### src/rtl/conv_operand_sequencer_if.sv
// conv_operand_sequencer_if
//  Bundles the load port, start/busy control, the A/B/acc_clr/Y connection
//  toward alu_conv and the result valid/ready port of conv_operand_sequencer.
//  Parameters:
//   DW  width of load_data, A, B
//   RW  width of Y, result
//  Modports:
//   slave  - the sequencer itself
//   master - whatever drives loads/start, models alu_conv and consumes results
interface conv_operand_sequencer_if #(
  parameter int DW = 16,
  parameter int RW = 18
);
  logic          load_valid;
  logic          load_ready;
  logic          load_sel;
  logic [DW-1:0] load_data;
  logic          start;
  logic          busy;
  logic          acc_clr;
  logic [DW-1:0] A;
  logic [DW-1:0] B;
  logic [RW-1:0] Y;
  logic [RW-1:0] result;
  logic          result_valid;
  logic          result_ready;

  modport slave (
    input  load_valid, load_sel, load_data, start, Y, result_ready,
    output load_ready, busy, acc_clr, A, B, result, result_valid
  );

  modport master (
    output load_valid, load_sel, load_data, start, Y, result_ready,
    input  load_ready, busy, acc_clr, A, B, result, result_valid
  );
endinterface

### src/rtl/conv_operand_sequencer.sv
// conv_operand_sequencer
//  Operand-side controller for the alu_conv datapath. Buffers N_TAPS samples
//  and N_TAPS coefficients, clears the accumulator, streams the buffers out as
//  A/B pairs, waits out the ALU latency, then captures Y and offers it on a
//  valid/ready result port.
//  Ports:
//   clk    sole clock, everything on posedge
//   reset  synchronous, active-high
//   bus    conv_operand_sequencer_if.slave: load port, start/busy, acc_clr,
//          A/B/Y, result/result_valid/result_ready
//  Parameters: N_TAPS (>=2), DW, RW, ALU_LAT (>=1)
//  Build option: CONV_SLIDE_EN
//   defined   - sliding window: after each result the samples shift down one
//               place and a single new sample write re-arms the next start
//   undefined - block mode: after each result all samples must be reloaded
module conv_operand_sequencer #(
  parameter int N_TAPS  = 4,
  parameter int DW      = 16,
  parameter int RW      = 18,
  parameter int ALU_LAT = 2
) (
  input  logic                    clk,
  input  logic                    reset,
  conv_operand_sequencer_if.slave bus
);

  localparam int CW = $clog2(N_TAPS + 1);
  localparam int IW = $clog2(N_TAPS);
  localparam int WW = (ALU_LAT > 1) ? $clog2(ALU_LAT) : 1;

  localparam logic [CW-1:0] FULL      = CW'(N_TAPS);
  localparam logic [IW-1:0] LAST_IDX  = IW'(N_TAPS - 1);
  localparam logic [WW-1:0] LAST_WAIT = WW'(ALU_LAT - 1);

  typedef enum logic [2:0] {
    S_IDLE,
    S_CLR,
    S_ISSUE,
    S_WAIT,
    S_OUT
  } state_t;

  state_t        r_state;
  state_t        w_stateNext;
  logic [IW-1:0] r_idx;
  logic [IW-1:0] w_idxNext;
  logic [WW-1:0] r_wait;
  logic [DW-1:0] r_sample [N_TAPS];
  logic [DW-1:0] r_coef   [N_TAPS];
  logic [CW-1:0] r_sCnt;
  logic [CW-1:0] r_cCnt;
  logic [DW-1:0] r_a;
  logic [DW-1:0] r_b;
  logic [RW-1:0] r_result;
  logic          r_resultValid;

  logic          w_loadReady;
  logic          w_loadFire;
  logic          w_canStart;
  logic          w_outFire;
  logic          w_captureY;
  logic [IW-1:0] w_sIdx;
  logic [IW-1:0] w_cIdx;

  // Loads only in IDLE, and a pending start blocks them so a load and a
  // start can never land on the same edge.
  assign w_loadReady = (r_state == S_IDLE) && !bus.start;
  assign w_loadFire  = bus.load_valid && w_loadReady;
  assign w_canStart  = bus.start && (r_sCnt == FULL) && (r_cCnt == FULL);
  assign w_outFire   = (r_state == S_OUT) && bus.result_ready;
  assign w_captureY  = (r_state == S_WAIT) && (r_wait == LAST_WAIT);

  // The count doubles as the write pointer; a write into a full buffer
  // starts it over at index 0.
  assign w_sIdx = (r_sCnt == FULL) ? '0 : r_sCnt[IW-1:0];
  assign w_cIdx = (r_cCnt == FULL) ? '0 : r_cCnt[IW-1:0];

  // Next-state and issue-index logic. The issue index for the coming cycle
  // is produced here so the A/B registers can be loaded one edge early.
  always_comb begin
    w_stateNext = r_state;
    w_idxNext   = r_idx;
    case (r_state)
      S_IDLE: begin
        if (w_canStart) w_stateNext = S_CLR;
      end
      S_CLR: begin
        w_stateNext = S_ISSUE;
        w_idxNext   = '0;
      end
      S_ISSUE: begin
        if (r_idx == LAST_IDX) w_stateNext = S_WAIT;
        else                   w_idxNext   = r_idx + 1'b1;
      end
      S_WAIT: begin
        if (r_wait == LAST_WAIT) w_stateNext = S_OUT;
      end
      S_OUT: begin
        if (bus.result_ready) w_stateNext = S_IDLE;
      end
      default: w_stateNext = S_IDLE;
    endcase
  end

  // State register plus the registered datapath outputs. A/B are loaded
  // from the buffers on the edge that enters each ISSUE cycle so they are
  // clean registers and read zero everywhere else.
  always_ff @(posedge clk) begin
    if (reset) begin
      r_state       <= S_IDLE;
      r_idx         <= '0;
      r_wait        <= '0;
      r_a           <= '0;
      r_b           <= '0;
      r_result      <= '0;
      r_resultValid <= 1'b0;
    end else begin
      r_state <= w_stateNext;
      r_idx   <= w_idxNext;
      r_wait  <= (r_state == S_WAIT && !w_captureY) ? r_wait + 1'b1 : '0;
      if (w_stateNext == S_ISSUE) begin
        r_a <= r_sample[w_idxNext];
        r_b <= r_coef[w_idxNext];
      end else begin
        r_a <= '0;
        r_b <= '0;
      end
      if (w_captureY) begin
        r_result      <= bus.Y;
        r_resultValid <= 1'b1;
      end else if (w_outFire) begin
        r_resultValid <= 1'b0;
      end
    end
  end

  // Operand buffers and their counts. Coefficients survive a completed
  // convolution; what happens to the samples depends on CONV_SLIDE_EN.
  always_ff @(posedge clk) begin
    if (reset) begin
      r_sCnt <= '0;
      r_cCnt <= '0;
    end else if (w_loadFire) begin
      if (bus.load_sel) begin
        r_coef[w_cIdx] <= bus.load_data;
        r_cCnt         <= (r_cCnt == FULL) ? CW'(1) : r_cCnt + 1'b1;
      end else begin
        r_sample[w_sIdx] <= bus.load_data;
        r_sCnt           <= (r_sCnt == FULL) ? CW'(1) : r_sCnt + 1'b1;
      end
    end else if (w_outFire) begin
`ifdef CONV_SLIDE_EN
      for (int i = 0; i < N_TAPS - 1; i++) begin
        r_sample[i] <= r_sample[i+1];
      end
      r_sCnt <= CW'(N_TAPS - 1);
`else
      r_sCnt <= '0;
`endif
    end
  end

  assign bus.load_ready   = w_loadReady;
  assign bus.busy         = (r_state != S_IDLE);
  assign bus.acc_clr      = (r_state == S_CLR);
  assign bus.A            = r_a;
  assign bus.B            = r_b;
  assign bus.result       = r_result;
  assign bus.result_valid = r_resultValid;

endmodule

### src/flat_wrapper.sv
// flat-port wrapper written by rule: the top's interface ports become plain ports
module conv_operand_sequencer_flat 
#(
  parameter int N_TAPS  = 4,
  parameter int DW      = 16,
  parameter int RW      = 18,
  parameter int ALU_LAT = 2
)
  (clk, reset, bus_load_valid, bus_load_sel, bus_load_data, bus_start, bus_Y, bus_result_ready, bus_load_ready, bus_busy, bus_acc_clr, bus_A, bus_B, bus_result, bus_result_valid);
  conv_operand_sequencer_if #(.DW(DW), .RW(RW)) bus_i ();
  input  logic clk;
  input  logic reset;
  input wire logic [$bits(bus_i.load_valid)-1:0] bus_load_valid;
  input wire logic [$bits(bus_i.load_sel)-1:0] bus_load_sel;
  input wire logic [$bits(bus_i.load_data)-1:0] bus_load_data;
  input wire logic [$bits(bus_i.start)-1:0] bus_start;
  input wire logic [$bits(bus_i.Y)-1:0] bus_Y;
  input wire logic [$bits(bus_i.result_ready)-1:0] bus_result_ready;
  output wire logic [$bits(bus_i.load_ready)-1:0] bus_load_ready;
  output wire logic [$bits(bus_i.busy)-1:0] bus_busy;
  output wire logic [$bits(bus_i.acc_clr)-1:0] bus_acc_clr;
  output wire logic [$bits(bus_i.A)-1:0] bus_A;
  output wire logic [$bits(bus_i.B)-1:0] bus_B;
  output wire logic [$bits(bus_i.result)-1:0] bus_result;
  output wire logic [$bits(bus_i.result_valid)-1:0] bus_result_valid;
  assign bus_i.load_valid = bus_load_valid;
  assign bus_i.load_sel = bus_load_sel;
  assign bus_i.load_data = bus_load_data;
  assign bus_i.start = bus_start;
  assign bus_i.Y = bus_Y;
  assign bus_i.result_ready = bus_result_ready;
  assign bus_load_ready = bus_i.load_ready;
  assign bus_busy = bus_i.busy;
  assign bus_acc_clr = bus_i.acc_clr;
  assign bus_A = bus_i.A;
  assign bus_B = bus_i.B;
  assign bus_result = bus_i.result;
  assign bus_result_valid = bus_i.result_valid;
  conv_operand_sequencer #(.N_TAPS(N_TAPS), .DW(DW), .RW(RW), .ALU_LAT(ALU_LAT)) u_core (.clk(clk), .reset(reset), .bus(bus_i));
endmodule
### config.mk
export PLATFORM = sky130hd
export DESIGN_NAME = conv_operand_sequencer_flat
export DESIGN_NICKNAME = d
export VERILOG_FILES = /design/src/rtl/conv_operand_sequencer_if.sv /design/src/rtl/conv_operand_sequencer.sv /design/src/flat_wrapper.sv
export SDC_FILE = /design/constraint.sdc
export NUM_CORES = 1
export LEC_CHECK = 0
export BUFFER_PORTS_ARGS = -buffer_cell sky130_fd_sc_hd__buf_2
export CORE_AREA = 2 2 135 137
export DETAILED_ROUTE_END_ITERATION = 8
export DIE_AREA = 0 0 137 139
export MAX_ROUTING_LAYER = met4
export SLEW_MARGIN = 20
export SYNTH_ARGS = -nofsm -noshare
export SYNTH_HDL_FRONTEND = slang
export SYNTH_SLANG_ARGS = --single-unit
### constraint.sdc
create_clock -name clk -period 6.8 [get_ports clk]
set_clock_uncertainty 0.15 [all_clocks]
set_input_delay 0.34 -clock clk [delete_from_list [all_inputs] [get_ports clk]]
set_output_delay 0.34 -clock clk [all_outputs]
set_load 0.05 [all_outputs]
After elaboration in Yosys (flattened, before gate mapping)
Memories as Yosys holds them, arrays and structs flattened. A register that Yosys moved wholly into a read port is not among the register bits.
Index checks and enable logic that the tools add are counted.
W data, S select, Z words.

cells by class
  multiplexer cells = 24
  bitwise gates (word level) = 2
  reduce and logical (&&, ||, !) cells = 17
  eq/ne operators = 9
  $add $sub $neg = 4

operators by type and width
  operator               number
  $mux W3                9
  $pmux W3 S5            1
  $mux W1                10
  $eq A3 B2 Y1 const B   3
  $eq A3 B3 Y1 const B   3
  $logic_and A1 B1 Y1    7
  $add A3 B1 Y3 const B  2
  $mux W2                3
  $pmux W2 S2            1
  $reduce_and A2 Y1      2
  $reduce_bool A2 Y1     2
  $reduce_or A2 Y1       2
  $eq A3 B1 Y1 const B   1
  $logic_not A3 Y1       1
  $reduce_bool A3 Y1     1
  $add A2 B1 Y2 const B  1
  $eq A2 B2 Y1 const B   1
  $logic_not A1 Y1       2
  $ne A2 B2 Y1 const B   1
  $not A1 Y1             2
  $add A1 B1 Y1 const B  1

word-level totals
  bits in registers = 31
  memories = 2
  RAM bits = 128
  logic and storage cells = 65
  input bits = 40

memories
  memory           words  bits a word  read ports  clocked after memory_dff  wr ports  line                          RTL
  u_core.r_coef    4      16           1           1                         1         conv_operand_sequencer.sv:49  logic [DW-1:0] r_coef [N_TAPS];
  u_core.r_sample  4      16           1           1                         1         conv_operand_sequencer.sv:48  logic [DW-1:0] r_sample [N_TAPS];

Longest topological paths before layout
Gate-level depths: netlist of the first run.

  depth after elaboration = 8
  depth in mapped cells = 7

Least setup slack after synthesis of the first run
Ideal clock, no wire load.

  path kind = reg2reg
  start point = register u_core.r_state[1]
  end point = memory u_core.r_sample[2][0] (enable)
  library setup time = 0.413 ns
  stages on the path, launching flop included = 7
  data arrival time = 2.614 ns
  slack = 3.624 ns
  cell sequence = dfxtp_1 -> buf_2 -> nor3_2 -> inv_2 -> nor4_1 -> nand2_1 -> nor3b_1

between the ends
  word-level cells in the longest chain between the ends = 6

ends and longest elaborated chain
  item                           line                           RTL
  start: declaration             conv_operand_sequencer.sv:43   state_t r_state;
  start signal: assignment       conv_operand_sequencer.sv:118  r_state <= w_stateNext;
  $logic_not A3 Y1               conv_operand_sequencer.sv:67   assign w_loadReady = (r_state == S_IDLE) && !bus.start;
  $logic_and A1 B1 Y1            conv_operand_sequencer.sv:67
  $logic_and A1 B1 Y1            conv_operand_sequencer.sv:68   assign w_loadFire = bus.load_valid && w_loadReady;
  $mux W1                        conv_operand_sequencer.sv:143  end else if (w_loadFire) begin
  $mux W1                        conv_operand_sequencer.sv:140  if (reset) begin
  $mux W1 (not written as such)  conv_operand_sequencer.sv:148  r_sample[w_sIdx] <= bus.load_data;
  end: declaration               conv_operand_sequencer.sv:48

No other way between the ends.

Worst setup path in the final report of the first run
  start point = register u_core.r_state[1]
  end point = register u_core.r_a[10] (netlist: u_core.bus.A[10]), read port of u_core.r_sample

between the ends
  word-level cells in the longest chain between the ends = 5

ends and longest elaborated chain
  item                                  line                           RTL
  $eq A3 B3 Y1 (tied with other cells)  conv_operand_sequencer.sv:83   case (r_state)
  $pmux W3 S5                           conv_operand_sequencer.sv:83
  $eq A3 B2 Y1                          conv_operand_sequencer.sv:121  if (w_stateNext == S_ISSUE) begin
  $not A1 Y1 (no source line)           -
  $reduce_or A2 Y1 (no source line)     -
  end: declaration                      conv_operand_sequencer.sv:52   logic [DW-1:0] r_a;

Parallel ways exist; a longest one is shown, timed or not.
A chain may end at the register's enable or synchronous reset.

==> results of run 1 <==
-- synth_stat cells, types with 2 or more instances --
library cell  instances
edfxtp_1            128
mux2i_1              65
dfxtp_1              63
nand2_1              42
o22ai_1              32
a21oi_1              26
nor2_1               13
clkbuf_1              9
ha_1                  7
inv_1                 7
buf_12                5
buf_2                 5
and2_1                4
nor2b_1               4
a211oi_1              3
nand3b_1              3
nand2b_1              2
nand3_1               2
nor3_1                2
nor3b_1               2
o211ai_1              2
o21ai_0               2
-- path summary, 6_finish.rpt --
| check | from | to | slack (ps) | depth (start not counted) |
|---|---|---|---|---|
| worst max-delay path | u_core.r_state[1] | u_core.bus.A[10] | 4010 | 5 |
| worst min-delay path | bus_load_data[6] | u_core.r_coef[0][6] | 20 | 1 |
| worst max register to register | u_core.r_state[1] | u_core.bus.A[10] | 4010 | 5 |
| worst min register to register | u_core.bus.result[0] | u_core.bus.result[0] | 310 | 2 |
-- critical path: stages (launching register included) --
cell and delay (ps):
dfxtp_1 560, or4b_1 530, nand4_4 120, buf_4 860
mux2i_1 300, o22ai_1 100
-- state kept, by name, indices dropped and copies added (netlist names) --
register / count
u_core.r_cCnt: 3
u_core.r_coef: 64
u_core.r_idx: 2
u_core.bus.result: 18
u_core.bus.B: 16
u_core.bus.A: 16
u_core.r_sample: 64
u_core.r_sCnt: 3
u_core.bus.result_valid: 1
u_core.r_wait: 1
u_core.r_state: 3
-- per-layer routing --
layer  routed length, um  up-vias  part of all wire, %  GRT usage, %
met3                 738       16                  5.4         4.532
met5                   0        -                    0             -
met1                6082     1952                   45         18.04
met2                6614      132                   48         24.59
li1                    -     1925                    -             -
met4                 211        0                  1.5         4.992
-- cell type report --
| class | instances | share of cell area [%] |
|---|---|---|
| well taps | 229 | 3.426 |
| inverters | 8 | 0.3590 |
| clock inverters | 15 | 2.079 |
| clock buffers | 17 | 5.086 |
| flip-flops and latches | 191 | 61.03 |
| repair buffers | 119 | 8.467 |
| multi-input cells | 231 | 19.55 |
-- through the flow --
stage,utilization [%],hold slack (ps),cells
after global routing,47.37,14.24,810
final,47.37,18.04,810
after detailed placement,42.89,298.6,759
after floorplan,-,287.7,453
after CTS,47.36,3.519,810
after global placement,42.89,291.1,759
-- power breakdown --
part | internal, W | switching, W
logic | 0.0000200 | 0.0000262
registers | 0.00124 | 0.00000191
clock network | 0.000555 | 0.000451
total | 0.00182 | 0.000479
-- cell families after synthesis --
kind of cell    Yosys count  share of synthesized area (%)
flops                   191                          73.58
simple gates             89                          6.583
compound gates           69                          5.825
mux                      66                          9.540
buf+inv                  31                          3.210
fa+ha+maj                 7                          1.262
==> impl_metrics.py, run 1 <==
metrics = {
    "outcome": {
        "status": "finished clean",
    },
    "flow_run": {
        "drv_cap": 0,
    },
    "synth": {
        "synthTopCellsByArea": "edfxtp_1 55%, dfxtp_1 18%, mux2i_1 9.4%",
        "synth_ff_type": "edfxtp_1",
        "syn_inst": 453,
        "synth_edf_count": 128,
        "synth-seq-area-share_pct": 73.58,
        "syn_avg_cell_area_um2": 15.32,
        "synth-seq-cells": 191,
        "yosys.area.top_type_share_pct": 55.40,
        "netlist_area_mm2": 0.006938,
        "syn-num-nets": 500,
        "synth_cell_types": 47,
        "async_reset_ff_share_pct": 0,
        "yosysTopAreaCell": "edfxtp_1",
        "ys_warn_count": 0,
    },
    "timing": {
        "tightest_slew_ps": 1121,
        "fmax_mhz": 358.1,
        "rsz0062_at_grt": "no",
        "fin_crit_ps": 2793,
        "tns_ps": 0,
        "slew_violations": 0,
        "relSlewSlack_pct": 25.29,
        "hold_viol": 0,
        "period_share_pct": 41.07,
        "finalSetupViolCount": 0,
        "fin_ws_ps": 4007,
    },
    "clock_network": {
        "htree_levels": 4,
        "cts_hold_buf": 19,
        "clk_latency_ps": 430,
        "post-cts-setup-buffer-count": 0,
        "cts_buffers": 17,
        "clockBufferDepth": 2,
        "clock-sinks": 191,
        "cts-root-buf": "clkbuf_16",
        "cts_tree": "yes",
        "cts-resized-gates": 0,
        "clk_pin_slew_ps": 70,
    },
    "placed_design": {
        "place_ws_ps": 4017,
        "place_congestion": 0.7819,
        "dpl.hpwl_mm": 7.574,
        "place_area_mm2": 0.007572,
        "io_buffers": 93,
    },
    "layout": {
        "final_common_cell": "edfxtp_1",
        "area_growth_pct": 20.56,
        "drive_gt1_share_pct": 24.10,
        "mostFrequentLayoutCells": "128 x edfxtp_1, 93 x buf_2, 65 x mux2i_1",
        "antenna_cells": 0,
        "final_nets": 615,
        "regArea_mm2": 0.005105,
        "multi_input_area_mm2": 0.001635,
        "fill_cells": 1526,
        "final_area_mm2": 0.008364,
    },
    "die": {
        "io_pins": 94,
        "die_area_mm2": 0.01904,
        "placementRows": 49,
        "fp.dieW_um": 137,
        "start_util_pct": 39.29,
        "core_mm2": 0.01766,
        "die_h_um": 139,
    },
    "power_and_ir_drop": {
        "leakagePower_nw": 2.933,
        "p_per_area_mw_per_mm2": 274.4,
        "vdd_ir_drop_max_v": 0.0001785,
        "p_total_w": 0.002295,
    },
    "route": {
        "drtIter0Drc": 166,
        "wl_per_cell_um": 16.85,
        "dr.pass1.iters": 4,
        "via_count": 4025,
        "ant_nets": 0,
        "route.detailed.drc": 0,
        "vias_per_cell": 4.969,
        "routed_wl_mm": 13.65,
    },
    "global_routing": {
        "grt_start_max_net_pins": 66,
        "gr-usage-all-layers_pct": 15.18,
        "grt-ovfl-total": 0,
        "grt_pass1_wl_mm": 21.04,
        "antenna_found_initial": 0,
        "grt_pass1_vias": 4097,
    },
    "critical_path": {
        "critical_path_required_ps": 6950,
        "path_class": "flip-flop to flip-flop",
        "crit_arrival_ps": 2940,
        "crit_path_start_kind": "flip-flop",
        "critPathMaxFanout": 65,
        "crit_path_end_kind": "flip-flop",
    },
    "hold_path": {
        "hold_path.class": "input port to flip-flop",
    },
}
(Power assumes the default switching activity.)
==> inputs of run 2 (changes only) <==
--- a/config.mk
+++ b/config.mk
@@ -5,10 +5,11 @@
 export SDC_FILE = /design/constraint.sdc
 export NUM_CORES = 1
 export LEC_CHECK = 0
+export ABC_AREA = 1
 export BUFFER_PORTS_ARGS = -buffer_cell sky130_fd_sc_hd__buf_2
-export CORE_AREA = 2 2 135 137
+export CORE_AREA = 2 2 143 145
 export DETAILED_ROUTE_END_ITERATION = 8
-export DIE_AREA = 0 0 137 139
+export DIE_AREA = 0 0 145 147
 export MAX_ROUTING_LAYER = met4
 export SLEW_MARGIN = 20
 export SYNTH_ARGS = -nofsm -noshare
==> constraint.sdc (replaced) <==
create_clock -name clk -period 2.8 [get_ports clk]
set_clock_uncertainty 0.15 [all_clocks]
set_input_delay 0.14 -clock clk [delete_from_list [all_inputs] [get_ports clk]]
set_output_delay 0.14 -clock clk [all_outputs]
set_load 0.05 [all_outputs]
==> impl_metrics.py, run 2 <==
metrics = {
    "layout": {
        "fill_cells": 1796,
        "mostFrequentLayoutCells": "166 x nand3_1, 147 x inv_1, 128 x edfxtp_1",
        "drive_gt1_share_pct": 19.12,
        "regArea_mm2": 0.005105,
        "area_growth_pct": 23.39,
        "final_common_cell": "nand3_1",
        "antenna_cells": 0,
        "stdcell_count": 1159,
        "multi_input_area_mm2": 0.001862,
        "final_nets": 923,
    },
    "route": {
        "route.detailed.drc": 0,
        "vias_per_cell": 4.734,
        "drtIter0Drc": 315,
        "wl_per_cell_um": 14.96,
        "dr.pass1.iters": 5,
        "via_count": 5487,
        "routed_wl_mm": 17.34,
        "ant_nets": 0,
    },
    "die": {
        "core_mm2": 0.01984,
        "fp.dieW_um": 145,
        "die_h_um": 147,
        "placementRows": 52,
        "io_pins": 94,
        "start_util_pct": 38.96,
        "die_area_mm2": 0.02132,
    },
    "synth": {
        "netlist_area_mm2": 0.007731,
        "synthTopCellsByArea": "edfxtp_1 50%, dfxtp_1 16%, nand3_1 11%",
        "synth_cell_types": 29,
        "yosys-top-cells-count": "166 x nand3_1, 147 x inv_1, 128 x edfxtp_1, 92 x nand2_1, 63 x dfxtp_1",
        "async_reset_ff_share_pct": 0,
        "synth_edf_count": 128,
        "synth-seq-area-share_pct": 66.03,
        "syn_inst": 742,
        "yosysMostFrequentCell": "nand3_1",
        "syn-num-nets": 789,
        "yosysTopAreaCell": "edfxtp_1",
        "yosys.area.top_type_share_pct": 49.72,
        "synth-seq-cells": 191,
        "synth_ff_type": "edfxtp_1",
        "syn_avg_cell_area_um2": 10.42,
        "ys_warn_count": 0,
    },
    "global_routing": {
        "antenna_found_initial": 0,
        "grt_pass1_wl_mm": 27.35,
        "grt_pass1_vias": 5358,
        "gr-usage-all-layers_pct": 17.06,
        "grt_start_max_net_pins": 66,
        "grt-ovfl-total": 0,
    },
    "timing": {
        "tightest_slew_ps": 752.2,
        "rsz0062_at_grt": "no",
        "fmax_mhz": 405.0,
        "finalSetupViolCount": 0,
        "period_share_pct": 88.18,
        "whs_ps": 312.7,
        "fin_crit_ps": 2469,
        "hold_viol": 0,
        "relSlewSlack_pct": 49.85,
        "tns_ps": 0,
        "slew_violations": 0,
    },
    "clock_network": {
        "htree_levels": 4,
        "cts-root-buf": "clkbuf_16",
        "cts_tree": "yes",
        "cts_buffers": 17,
        "cts-resized-gates": 0,
        "clock-sinks": 191,
        "clk_latency_ps": 430,
        "clk_pin_slew_ps": 70,
        "clockBufferDepth": 2,
    },
    "placed_design": {
        "placedCellCount": 1086,
        "dpl.hpwl_mm": 10.14,
        "place_congestion": 0.8004,
        "io_buffers": 93,
    },
    "critical_path": {
        "r2r_start": "u_core.r_state[2]",
        "slowest_delay_ps": 570,
        "path_delay_family": "buffers and inverters",
        "critPathMaxFanout": 20,
        "crit_path_start_kind": "flip-flop",
        "slowest_stage": "dlygate4sd3_1",
        "path_class": "flip-flop to flip-flop",
        "critical_path_required_ps": 2980,
        "crit_arrival_ps": 2650,
        "crit_path_end_kind": "flip-flop",
        "crit_start": "u_core.r_state[2]",
        "crit_chain": "nor3_2, nand2_1, buf_4, clkinv_1, o21ai_0, dlygate4sd3_1, inv_1",
        "cp.buffers_inverters": 4,
    },
    "power_and_ir_drop": {
        "leakagePower_nw": 4.108,
        "p_per_area_mw_per_mm2": 589.0,
        "vdd_ir_drop_max_v": 0.0004060,
    },
    "outcome": {
        "status": "finished clean",
    },
    "hold_path": {
        "worst_hold_startpoint": "u_core.bus.result[5]",
        "hold_path.class": "flip-flop to flip-flop",
    },
    "flow_run": {
        "drv_cap": 0,
    },
}
==> run 2: cell types whose count changed after synthesis, sizes merged, moves of 16 or more <==
| cell | change |
|---|---|
| a21oi | +32 |
| nand2 | +54 |
| o22ai | -32 |
| inv | +142 |
| buf | +16 |
| mux2i | -65 |
| nand3 | +166 |
==> run 2: area by class of cell <==
cell class                 instances  area share, %
clock buffer                      22          4.971
sequential                       191          53.52
tap                              270          3.541
multi-input combinational        362          19.52
clock inverter                    10          1.312
timing repair buffer             153          11.20
inverter                         151          5.942
==> run 2: where the power goes <==
group | switching (W) | internal (W)
clock | 0.00104 | 0.00140
combinational | 0.0000824 | 0.0000729
sequential | 0.00000517 | 0.00302
total | 0.00113 | 0.00449
==> run 2: layer usage <==
| layer | up-vias | track usage [%] | wire [um] |
|---|---|---|---|
| met5 | - | - | 0 |
| met4 | 0 | 5.594 | 215 |
| met3 | 18 | 3.789 | 810 |
| met2 | 157 | 29.10 | 8759 |
| met1 | 2607 | 20.16 | 7553 |
| li1 | 2705 | - | - |
==> run 2: cell families after synthesis <==
kind of cell,after synthesis,share of synthesized area [%]
AND/OR/NAND/NOR,290,17.45
flip-flops,191,66.03
buffers and inverters,189,10.67
AO/OA/AOI/OAI,65,4.726
adder cells (fa/ha/maj),7,1.133
==> run 2: path summary, 6_finish.rpt <==
| check | to | slack [ps] | cells past startpoint |
|---|---|---|---|
| min | u_core.bus.result[5] | 310 | 2 |
| max reg2reg | u_core.r_state[2] | 330 | 7 |
| min reg2reg | u_core.bus.result[5] | 310 | 2 |
| max | u_core.r_state[2] | 330 | 7 |
==> run 2: metrics by stage <==
stage	setup slack, ps	total power [W]	area (um^2)	utilization (%)
6_report	330.9	0.005618	9539	48.07
5_1_grt	77.12	0.005791	9539	48.07
4_1_cts	344.4	0.005672	9539	48.07
3_5_place_dp	536.5	0.003198	8529	42.98
3_3_place_gp	599.8	0.003196	8529	42.98
2_1_floorplan	16.98	0.003130	7791	-
==> run 2: what timing repair did <==
item,4_1_cts,5_1_grt
hold endpoints to repair,153,0
hold buffers,41,0
endpoints found under the setup margin,0,0
setup buffers,0,0
==> run 2: worst min-delay path, stage by stage, from the launching register on <==
cell and delay (ps):
dfxtp_1 310, nand2_1 60, a21oi_1 50
